**src/rtl/tone_sequencer.sv**
```systemverilog
// tone_sequencer: steps through a 16-entry melody pattern at a programmable
// tempo and drives the note/octave/enable controls of the tone generator.
// Build option: define TONE_SEQ_LOOP_EN to restart at entry 0 after an entry
// flagged "last" instead of returning to idle.
module tone_sequencer #(
   parameter int PRESCALE  = 10000,
   parameter int GAP_TICKS = 1,
   parameter int TEMPO_W   = 8
) (
   input  logic               clk,
   input  logic               rst_n,
   input  logic               ena_i,
   input  logic               wr_en_i,
   input  logic [3:0]         wr_addr_i,
   input  logic [7:0]         wr_data_i,
   input  logic               start_i,
   input  logic               stop_i,
   input  logic [TEMPO_W-1:0] tempo_div_i,
   output logic [3:0]         note_sel_o,
   output logic [1:0]         octave_sel_o,
   output logic               tone_en_o,
   output logic               busy_o,
   output logic [3:0]         step_idx_o,
   output logic               step_pulse_o
);

   localparam int PW = $clog2(PRESCALE);
   localparam logic [31:0] GapTicks = 32'(GAP_TICKS);

   typedef enum logic [1:0] {
      IDLE,
      PLAY,
      GAP
   } state_t;

   state_t               state_q;
   logic [7:0]           mem_q [16];
   logic [PW-1:0]        presc_q;
   logic [TEMPO_W-1:0]   tick_q;
   logic [TEMPO_W-1:0]   tempo_q;
   logic [3:0]           note_q;
   logic [1:0]           octave_q;
   logic                 last_q;
   logic                 tone_en_q;
   logic [3:0]           step_idx_q;
   logic                 step_pulse_q;

   logic [31:0]          stepTicks;
   logic [31:0]          tickInc;
   logic                 prescWrap;
   logic                 stepEnd;
   logic                 gapEnter;
   logic                 fetchEn;
   logic                 goIdle;
   logic [3:0]           fetchIdx;
   logic [7:0]           fetchData;

   // Pattern memory: host writes land in any state, even while frozen.
   always_ff @(posedge clk or negedge rst_n) begin
      if (!rst_n) begin
         mem_q <= '{default: '0};
      end else if (wr_en_i) begin
         mem_q[wr_addr_i] <= wr_data_i;
      end
   end

   assign fetchData = mem_q[fetchIdx];

   // Step timing: end of step and the point where the articulation gap begins.
   always_comb begin
      stepTicks = 32'(tempo_q) + 32'd1;
      tickInc   = 32'(tick_q) + 32'd1;
      prescWrap = (presc_q == PW'(PRESCALE - 1));
      stepEnd   = prescWrap && (tick_q == tempo_q);
      gapEnter  = prescWrap && !stepEnd && (stepTicks > GapTicks)
                  && (tickInc == stepTicks - GapTicks);
   end

   // Decide whether this cycle fetches a new entry or drops back to idle.
   always_comb begin
      fetchEn  = 1'b0;
      goIdle   = 1'b0;
      fetchIdx = 4'd0;
      if (stop_i) begin
         goIdle = 1'b1;
      end else begin
         case (state_q)
            IDLE: begin
               if (start_i) begin
                  fetchEn  = 1'b1;
                  fetchIdx = 4'd0;
               end
            end
            default: begin
               if (stepEnd) begin
                  if (last_q) begin
`ifdef TONE_SEQ_LOOP_EN
                     fetchEn  = 1'b1;
                     fetchIdx = 4'd0;
`else
                     goIdle   = 1'b1;
`endif
                  end else begin
                     fetchEn  = 1'b1;
                     fetchIdx = step_idx_q + 4'd1;
                  end
               end
            end
         endcase
      end
   end

   // Sequencer FSM with registered outputs; ena_i low freezes everything.
   always_ff @(posedge clk or negedge rst_n) begin
      if (!rst_n) begin
         state_q      <= IDLE;
         presc_q      <= '0;
         tick_q       <= '0;
         tempo_q      <= '0;
         note_q       <= '0;
         octave_q     <= '0;
         last_q       <= 1'b0;
         tone_en_q    <= 1'b0;
         step_idx_q   <= '0;
         step_pulse_q <= 1'b0;
      end else if (ena_i) begin
         step_pulse_q <= 1'b0;
         if (goIdle) begin
            state_q   <= IDLE;
            tone_en_q <= 1'b0;
         end else if (fetchEn) begin
            state_q      <= PLAY;
            step_idx_q   <= fetchIdx;
            note_q       <= fetchData[3:0];
            octave_q     <= fetchData[5:4];
            tone_en_q    <= !fetchData[6];
            last_q       <= fetchData[7];
            tempo_q      <= tempo_div_i;
            step_pulse_q <= 1'b1;
            presc_q      <= '0;
            tick_q       <= '0;
         end else if (state_q != IDLE) begin
            if (prescWrap) begin
               presc_q <= '0;
               tick_q  <= tick_q + TEMPO_W'(1);
               if (gapEnter) begin
                  state_q   <= GAP;
                  tone_en_q <= 1'b0;
               end
            end else begin
               presc_q <= presc_q + PW'(1);
            end
         end
      end else begin
         step_pulse_q <= 1'b0;
      end
   end

   assign note_sel_o   = note_q;
   assign octave_sel_o = octave_q;
   assign tone_en_o    = tone_en_q;
   assign busy_o       = (state_q != IDLE);
   assign step_idx_o   = step_idx_q;
   assign step_pulse_o = step_pulse_q & ena_i;

endmodule

```
**config.mk**
```make
export PLATFORM = sky130hd
export DESIGN_NAME = tone_sequencer
export DESIGN_NICKNAME = d
export VERILOG_FILES = /design/src/rtl/tone_sequencer.sv
export SDC_FILE = /design/constraint.sdc
export NUM_CORES = 1
export LEC_CHECK = 0
export BUFFER_PORTS_ARGS = -buffer_cell sky130_fd_sc_hd__buf_2
export CAP_MARGIN = 0
export CORE_MARGIN = 2
export CORE_UTILIZATION = 46
export DETAILED_ROUTE_END_ITERATION = 8
export GPL_TIMING_DRIVEN = 1
export PLACE_DENSITY = 0.68
export SETUP_SLACK_MARGIN = 0.05
export SLEW_MARGIN = 20
export SYNTH_ARGS = -nofsm -noshare
export SYNTH_HDL_FRONTEND = slang
export SYNTH_SLANG_ARGS = --single-unit
export TNS_END_PERCENT = 5
```
**constraint.sdc**
```tcl
create_clock -name clk -period 2.4 [get_ports clk]
set_input_delay 0 -clock clk [delete_from_list [all_inputs] [get_ports clk]]
set_output_delay 0 -clock clk [all_outputs]
set_load 0.02 [all_outputs]
```
==> results.json, run 1 <==
{
  "die_width_um": 142,
  "fmax_mhz": 387,
  "fin_crit_sh": 1.08,
  "end_kind": "flop",
  "crit_fanout": 4,
  "n_fill_cell": 1531,
  "grt_pass1_wl_um": 35600,
  "multiInputGateArea_um2": 4410,
  "placedCellCount": 1115,
  "drc": 0,
  "cp.arrival_ns": 2.89,
  "synth_top_area_frac": 0.493,
  "finalSetupViolations": 11,
  "maxSlewViolCount": 0,
  "violations": "negative setup slack",
  "critical_path_class": "reg -> reg",
  "yosys-top-cells-count": "173 x dfrtp_1, 142 x mux2_2, 51 x nor2_1",
  "avgSynthCellArea_um2": 11.3,
  "timing.max_cap.violations": 0,
  "wl_per_cell_um": 19.1,
  "fp-row-count": 50,
  "initial_core_util": 0.469,
  "cts-buffers-inserted": 17,
  "grt.total_usage": 0.227,
  "diodes": 0,
  "synth_ff_type": "dfrtp_1",
  "dieArea_um2": 20200,
  "rsz0062_at_grt": "yes",
  "async_flop_share": 1.00,
  "ir_drop_v": 0.000555,
  "grt_pass1_vias": 6653,
  "cp_top_family": "simple AND/OR/NAND/NOR gates",
  "synth_edf_count": 0,
  "antenna_found_initial": 0,
  "critPathMaxStageDelay_ns": 0.53,
  "root_buffer": "clkbuf_16",
  "slowest_stage": "or4_1",
  "die_h_um": 142,
  "vias_per_cell": 5.85,
  "cts.htree.levels": 4,
  "cp.required_ns": 2.71,
  "syn_area_um2": 8780,
  "worstHoldPathCells": 2,
  "max-slew-margin-rel": 0.551,
  "cp_num_cells": 10,
  "period_needed_ns": 2.58,
  "area_growth_pct": 24.5,
  "ys_top_cells_by_area": "dfrtp_1 49%, mux2_2 18%, o21ai_0 2.7%",
  "reg2reg_slack_ns": -0.18,
  "start_kind": "flop",
  "numPortBuffers": 38,
  "final_cell_count_no_fill": 1162,
  "final_util": 0.584,
  "postSynthCellCount": 774,
  "status": "complete, but fails checks",
  "ys_ff_latch": 173,
  "syn_nets": 805,
  "hold_class": "in -> reg",
  "cts_buffer_depth": 2,
  "cts_tree": "done",
  "ios": 39,
  "grt_max_degree": 68,
  "cts.sinks": 173,
  "p_leak_nw": 4.81,
  "crit_path_cell_trace": "ha_4 > or3_4 > a211oi_2 > o211ai_1 > or4_1 > a21oi_2 > a311oi_1 > nor3_1 > buf_4 > o211ai_1",
  "seq_area_frac_synth": 0.493,
  "drt.antenna.violating_nets": 0,
  "regArea_um2": 4330,
  "regToRegStartpoint": "tempo_q[1]",
  "synth_cell_types": 65,
  "place.gp.congestion": 0.822,
  "dp_hpwl_um": 15400,
  "hold_violations": 0,
  "min-delay-start": "wr_data_i[0]",
  "yosys.area.top_type": "dfrtp_1",
  "power.density_nw_per_um2": 783,
  "yosysMostFrequentCell": "dfrtp_1",
  "final_nets": 946,
  "crit_top_cell": "o211ai_1",
  "clkTransAtPathRegs_ns": 0.07,
  "reg2reg_to": "tone_en_o",
  "clock-skew-final_ns": 0.00930,
  "setup_ws_ns": -0.183,
  "coreArea_um2": 18700,
  "drive_gt1_frac": 0.402,
  "holdPathEnd": "mem_q[8]",
  "final_area_um2": 10900,
  "path_buf_inv": 1,
  "via_count": 6802,
  "yosysWarnings": 0,
  "routed_wirelength_um": 22200,
  "clk_latency_ns": 0.43,
  "rr_worst_depth": 10,
  "grt_overflow": 0,
  "startpoint": "tempo_q[1]",
  "first_pass_iters": 4,
  "dpl-instance-area_um2": 10100,
  "tightest_slew_ns": 0.673,
  "drtIter0Drc": 424
}
metrics by stage:
step                      total power, W   TNS (ns)  hold slack, ns  setup slack, ns
after floorplan                  0.00510  -0.000806          -0.296        -0.000806
after global placement           0.00574      -2.39          0.0627           -0.287
after detailed placement         0.00580      -2.88          0.0558           -0.333
after CTS                        0.00856      -1.81          0.0387           -0.213
after global routing             0.00897      -3.26          0.0632           -0.332
final                            0.00856      -1.51          0.0472           -0.183
state kept, by name, indices dropped and copies added, names as in the netlist:
register and count:
note_sel_o 4, step_idx_o 4, octave_sel_o 2, last_q 1, step_pulse_q 1, tempo_q 8
mem_q 128, tick_q 8, presc_q 14, state_q 2, tone_en_o 1
logic make-up after synthesis:
kind of cell,Yosys count,synth area share
AOI/OAI and AO/OA,140,0.103
xor gates and xnor gates,32,0.0319
adders and majority gates,5,0.00712
buffers and inverters,56,0.0264
DFF,173,0.493
muxes,158,0.212
and+or+nand+nor,210,0.127
repair_timing:
item                                   4_1_cts  5_1_grt
gates resized for setup                     24       19
setup endpoints to repair                   27       33
pin swaps                                   15        8
endpoints found under the hold margin       74        0
buffers inserted                             4        0
hold buffers                                11        0
worst max-delay path by stage:
stage / to / slack, ns
floorplan: tone_en_o / -0.0008
global placement: tone_en_o / -0.29
detailed placement: tone_en_o / -0.33
CTS: tone_en_o / -0.21
global route: tone_en_o / -0.33
finish: tone_en_o / -0.18
layout make-up:
cell class,count,area share
Multi-Input combinational cell,545,0.403
Inverter,10,0.00343
Clock buffer,19,0.0414
Timing Repair Buffer,168,0.118
Sequential cell,173,0.396
Clock inverter,13,0.0112
Tap cell,234,0.0268
placed cells by master (no fill, tap or decap), drive strengths merged, types with 19 or more instances in the layout:
cell / netlist / final
nand3: 26 / 26
dfrtp: 173 / 173
xor2: 19 / 19
o21ai: 51 / 51
buf: 12 / 157
mux2: 142 / 142
nand2: 47 / 47
o22ai: 22 / 22
nor2: 52 / 52
clkbuf: 34 / 19
per-layer routing:
layer / global-route usage / part of all wire
met1: 0.304 / 0.45
met2: 0.383 / 0.49
met3: 0.0407 / 0.037
met4: 0.0616 / 0.018
met5: 0 / 0
power breakdown:
| part | internal, W | switching (W) | total (W) |
|---|---|---|---|
| registers | 0.00353 | 0.000377 | 0.00390 |
| logic | 0.00107 | 0.000887 | 0.00196 |
| clock network | 0.00143 | 0.00127 | 0.00270 |
| total | 0.00602 | 0.00254 | 0.00856 |
Note: power is estimated with default switching activity, not from simulation.
==> run 2: changes to the inputs <==
--- a/config.mk
+++ b/config.mk
@@ -13,6 +13,7 @@
 export GPL_TIMING_DRIVEN = 1
 export PLACE_DENSITY = 0.68
 export SETUP_SLACK_MARGIN = 0.05
+export SKIP_CTS_REPAIR_TIMING = 1
 export SLEW_MARGIN = 20
 export SYNTH_ARGS = -nofsm -noshare
 export SYNTH_HDL_FRONTEND = slang
==> results.json, run 2 (synthesis results as in run 1) <==
{
  "end_kind": "flop",
  "p_leak_nw": 4.81,
  "critical_path_class": "reg -> reg",
  "maxSlewViolCount": 0,
  "clk_latency_ns": 0.43,
  "final_cell_mix": "170 x dfrtp_1, 137 x mux2_2, 110 x buf_4",
  "timing.max_cap.violations": 0,
  "grt_pass1_wl_um": 35300,
  "cts_buffer_depth": 2,
  "largest_reg_flops": 128,
  "cp.required_ns": 2.70,
  "cts-buffers-inserted": 17,
  "power.density_nw_per_um2": 785,
  "via_count": 6754,
  "coreArea_um2": 18700,
  "grt.total_usage": 0.225,
  "totalNegativeSetupSlack_ns": -1.76,
  "top_regs": "mem_q: 128 flops, presc_q: 14 flops",
  "cp.arrival_ns": 2.93,
  "finalSetupViolations": 13,
  "final_nets": 944,
  "clkTransAtPathRegs_ns": 0.07,
  "first_pass_iters": 5,
  "die_width_um": 142,
  "period_needed_ns": 2.63,
  "antenna_found_initial": 0,
  "max-slew-margin-rel": 0.545,
  "final_cell_count_no_fill": 1160,
  "cts.htree.levels": 4,
  "hold_class": "in -> reg",
  "area_growth_pct": 24.4,
  "final_common_cell": "dfrtp_1",
  "routed_wirelength_um": 22200,
  "crit_fanout": 4,
  "p_int_w": 0.00603,
  "grt_max_degree": 68,
  "violations": "negative setup slack",
  "vias_per_cell": 5.82,
  "drc": 0,
  "rsz0062_at_grt": "yes",
  "hold_violations": 0,
  "swShare": 0.296,
  "grt_pass1_vias": 6602,
  "grt_overflow": 0,
  "placedCellCount": 1115,
  "ios": 39,
  "switching_power_w": 0.00254,
  "cts_tree": "done",
  "tightest_slew_ns": 0.683,
  "fmax_mhz": 380,
  "root_buffer": "clkbuf_16",
  "dieArea_um2": 20200,
  "numPortBuffers": 38,
  "die_h_um": 142,
  "drive_gt1_frac": 0.407,
  "diodes": 0,
  "seqPwrFrac": 0.455,
  "dp_hpwl_um": 15400,
  "cts.sinks": 173,
  "drtIter0Drc": 483,
  "wl_per_cell_um": 19.1,
  "clock-skew-final_ns": 0.00901,
  "drt.antenna.violating_nets": 0,
  "regMostFlops": "mem_q",
  "clkPwrFrac": 0.315,
  "fp-row-count": 50,
  "status": "complete, but fails checks",
  "fin_crit_sh": 1.10,
  "setup_ws_ns": -0.235,
  "place.gp.congestion": 0.822,
  "initial_core_util": 0.469,
  "ir_drop_v": 0.000555,
  "dp_slack_ns": -0.333,
  "combPwrFrac": 0.230,
  "start_kind": "flop"
}
## run 2: worst max-delay path, cell delays in order, from the launching register on
cell and delay, ns:
dfrtp_2 0.44, buf_6 0.13, or3_4 0.38, a211oi_2 0.18
o211ai_1 0.18, or4_1 0.52, a21oi_2 0.15, a311oi_2 0.07
nor3_2 0.23, buf_4 0.16, o211ai_1 0.07
## run 2: power by group through the flow
stage | Sequential, W | Clock (W) | Combinational [W]
after floorplan | 0.00385 | 0 | 0.00125
final | 0.00390 | 0.00270 | 0.00198
after CTS | 0.00390 | 0.00274 | 0.00187
after global routing | 0.00397 | 0.00286 | 0.00215
after global placement | 0.00394 | 0 | 0.00181
after detailed placement | 0.00395 | 0 | 0.00186
## run 2: through the flow
| step | area, µm² | util | total power [W] | hold WS, ns |
|---|---|---|---|---|
| floorplan | 8850 | - | 0.00510 | -0.296 |
| global placement | 10100 | 0.538 | 0.00574 | 0.0627 |
| detailed placement | 10100 | 0.538 | 0.00580 | 0.0558 |
| CTS | 10600 | 0.569 | 0.00851 | -0.398 |
| global route | 10900 | 0.584 | 0.00898 | 0.0211 |
| finish | 10900 | 0.584 | 0.00857 | 0.00260 |
## run 2: final timing paths
path,start,slack (ns),cells past startpoint,end
worst max-delay path,tempo_q[4],-0.23,10,tone_en_o
worst min-delay path,wr_data_i[7],0.003,3,mem_q[79]
worst max register to register,tempo_q[4],-0.23,10,tone_en_o
worst min register to register,mem_q[119],0.50,1,mem_q[119]
max in group asynchronous,rst_n,1.46,3,tempo_q[4]
min in group asynchronous,rst_n,0.15,2,presc_q[1]
## run 2: layout make-up
class	instances	area (µm²)
flip-flops and latches	173	4330
multi-input cells	545	4410
clock inverters	13	123
well taps	234	293
clock buffers	19	453
repair buffers	166	1270
inverters	10	37.5
fillers	1525	7780
## run 2: routing by layer
metal  part of all wire  GRT usage
met3              0.046     0.0434
met1               0.44      0.299
met4              0.017     0.0600
met5                  0          0
met2               0.49      0.381
==> run 3: changes to the inputs <==
--- a/config.mk
+++ b/config.mk
@@ -6,16 +6,15 @@
 export NUM_CORES = 1
 export LEC_CHECK = 0
 export BUFFER_PORTS_ARGS = -buffer_cell sky130_fd_sc_hd__buf_2
-export CAP_MARGIN = 0
+export CAP_MARGIN = 30
 export CORE_MARGIN = 2
 export CORE_UTILIZATION = 46
 export DETAILED_ROUTE_END_ITERATION = 8
 export GPL_TIMING_DRIVEN = 1
-export PLACE_DENSITY = 0.68
+export PLACE_DENSITY_LB_ADDON = 0.25
 export SETUP_SLACK_MARGIN = 0.05
 export SKIP_CTS_REPAIR_TIMING = 1
 export SLEW_MARGIN = 20
 export SYNTH_ARGS = -nofsm -noshare
 export SYNTH_HDL_FRONTEND = slang
 export SYNTH_SLANG_ARGS = --single-unit
-export TNS_END_PERCENT = 5
==> results.json, run 3 (synthesis results as in run 1) <==
{
  "p_int_w": 0.00631,
  "holdWs_ns": -0.00708,
  "violations": "negative hold slack, negative setup slack",
  "swShare": 0.287,
  "root_buffer": "clkbuf_16",
  "p_leak_nw": 4.97,
  "dieArea_um2": 20200,
  "antenna_found_initial": 0,
  "cts-buffers-inserted": 17,
  "cts.sinks": 173,
  "grt_overflow": 0,
  "initial_core_util": 0.469,
  "wl_per_cell_um": 20.5,
  "cp.arrival_ns": 2.96,
  "final_cell_mix": "171 x dfrtp_1, 134 x mux2_2, 113 x buf_4",
  "die_h_um": 142,
  "die_width_um": 142,
  "final_util": 0.605,
  "fp-row-count": 50,
  "clkPwrFrac": 0.332,
  "vias_per_cell": 5.88,
  "area_growth_pct": 28.8,
  "final_nets": 962,
  "totalNegativeSetupSlack_ns": -2.58,
  "crit_fanout": 6,
  "timing.max_cap.violations": 0,
  "cp.required_ns": 2.70,
  "ios": 39,
  "dp_hpwl_um": 16400,
  "clk_latency_ns": 0.43,
  "final_common_cell": "dfrtp_1",
  "first_pass_iters": 5,
  "period_needed_ns": 2.66,
  "numPortBuffers": 38,
  "top_regs": "mem_q: 128 flops, presc_q: 14 flops",
  "drc": 0,
  "end_kind": "flop",
  "coreArea_um2": 18700,
  "rsz0062_at_grt": "yes",
  "drtIter0Drc": 411,
  "seqPwrFrac": 0.443,
  "fin_crit_sh": 1.11,
  "maxSlewViolCount": 0,
  "clock-skew-final_ns": 0.00836,
  "cts.htree.levels": 4,
  "clkTransAtPathRegs_ns": 0.07,
  "grt.total_usage": 0.237,
  "grt_pass1_wl_um": 37200,
  "setup_ws_ns": -0.259,
  "hold_class": "in -> reg",
  "switching_power_w": 0.00253,
  "start_kind": "flop",
  "regMostFlops": "mem_q",
  "place.gp.congestion": 0.860,
  "largest_reg_flops": 128,
  "grt_max_degree": 64,
  "rr_worst_depth": 10,
  "cts_tree": "done",
  "tightest_slew_ns": 0.613,
  "routed_wirelength_um": 24100,
  "drive_gt1_frac": 0.440,
  "finalSetupViolations": 20,
  "power.density_nw_per_um2": 782,
  "reg2reg_slack_ns": -0.26,
  "drt.antenna.violating_nets": 0,
  "fmax_mhz": 376,
  "hold_violations": 1,
  "cts_buffer_depth": 2,
  "ir_drop_v": 0.000501,
  "status": "complete, but fails checks",
  "max-slew-margin-rel": 0.591,
  "via_count": 6926,
  "grt_pass1_vias": 7040,
  "worstHoldPathCells": 3,
  "diodes": 0,
  "combPwrFrac": 0.225,
  "critical_path_class": "reg -> reg"
}
[run 3: cell count changes in the layout (fill, tap and decap cells not counted), moves of 4 or more]
| cell | change |
|---|---|
| nor2_2 | +4 |
| o21ai_2 | +4 |
| nor2_1 | -4 |
| o21ai_0 | -4 |
| buf_6 | +13 |
[run 3: worst max-delay path, cell delays in order, from the launching register on]
cell and delay, ns:
dfrtp_2 0.46, ha_4 0.17, or3_4 0.32, a211oi_2 0.21, o211ai_1 0.15, or4_4 0.56, a21oi_2 0.17, a311oi_2 0.07
nor3_2 0.16, buf_4 0.17, o211ai_1 0.08
[run 3: final timing paths]
check / from / endpoint
worst max-delay path: tempo_q[1] / tone_en_o
worst min-delay path: wr_data_i[7] / mem_q[79]
worst max register to register: tempo_q[1] / tone_en_o
worst min register to register: mem_q[69] / mem_q[69]
max in group asynchronous: rst_n / mem_q[103]
min in group asynchronous: rst_n / presc_q[0]
[run 3: metrics by stage]
stage | setup slack [ns] | hold slack (ns) | instance area (µm²) | instances | total power (W)
6_report | -0.259 | -0.00708 | 11300 | 1178 | 0.00885
5_1_grt | -0.348 | 0.00108 | 11300 | 1178 | 0.00925
4_1_cts | -0.384 | -0.449 | 10700 | 1145 | 0.00873
3_5_place_dp | -0.341 | 0.0130 | 10000 | 1113 | 0.00580
3_3_place_gp | -0.257 | 0.0147 | 10000 | 1113 | 0.00570
2_1_floorplan | 0.00168 | -0.296 | 8850 | 774 | 0.00510
[run 3: final cells by class]
class	instances	area [µm²]
sequential	173	4330
tap	234	293
multi-input combinational	546	4570
clock buffer	20	447
clock inverter	12	175
inverter	10	42.5
fill	1472	7390
timing repair buffer	183	1450
[run 3: power groups by stage]
stage	registers (W)	clock network [W]	logic [W]
4_1_cts	0.00391	0.00297	0.00185
2_1_floorplan	0.00385	0	0.00125
3_3_place_gp	0.00392	0	0.00177
3_5_place_dp	0.00396	0	0.00184
6_report	0.00392	0.00294	0.00199
5_1_grt	0.00398	0.00310	0.00217
[run 3: per-layer routing]
metal	track usage	up-vias	share of wire
li1	-	3170	-
met1	0.301	3544	0.44
met2	0.413	173	0.51
met3	0.0444	39	0.036
met4	0.0711	0	0.019
met5	0	-	0
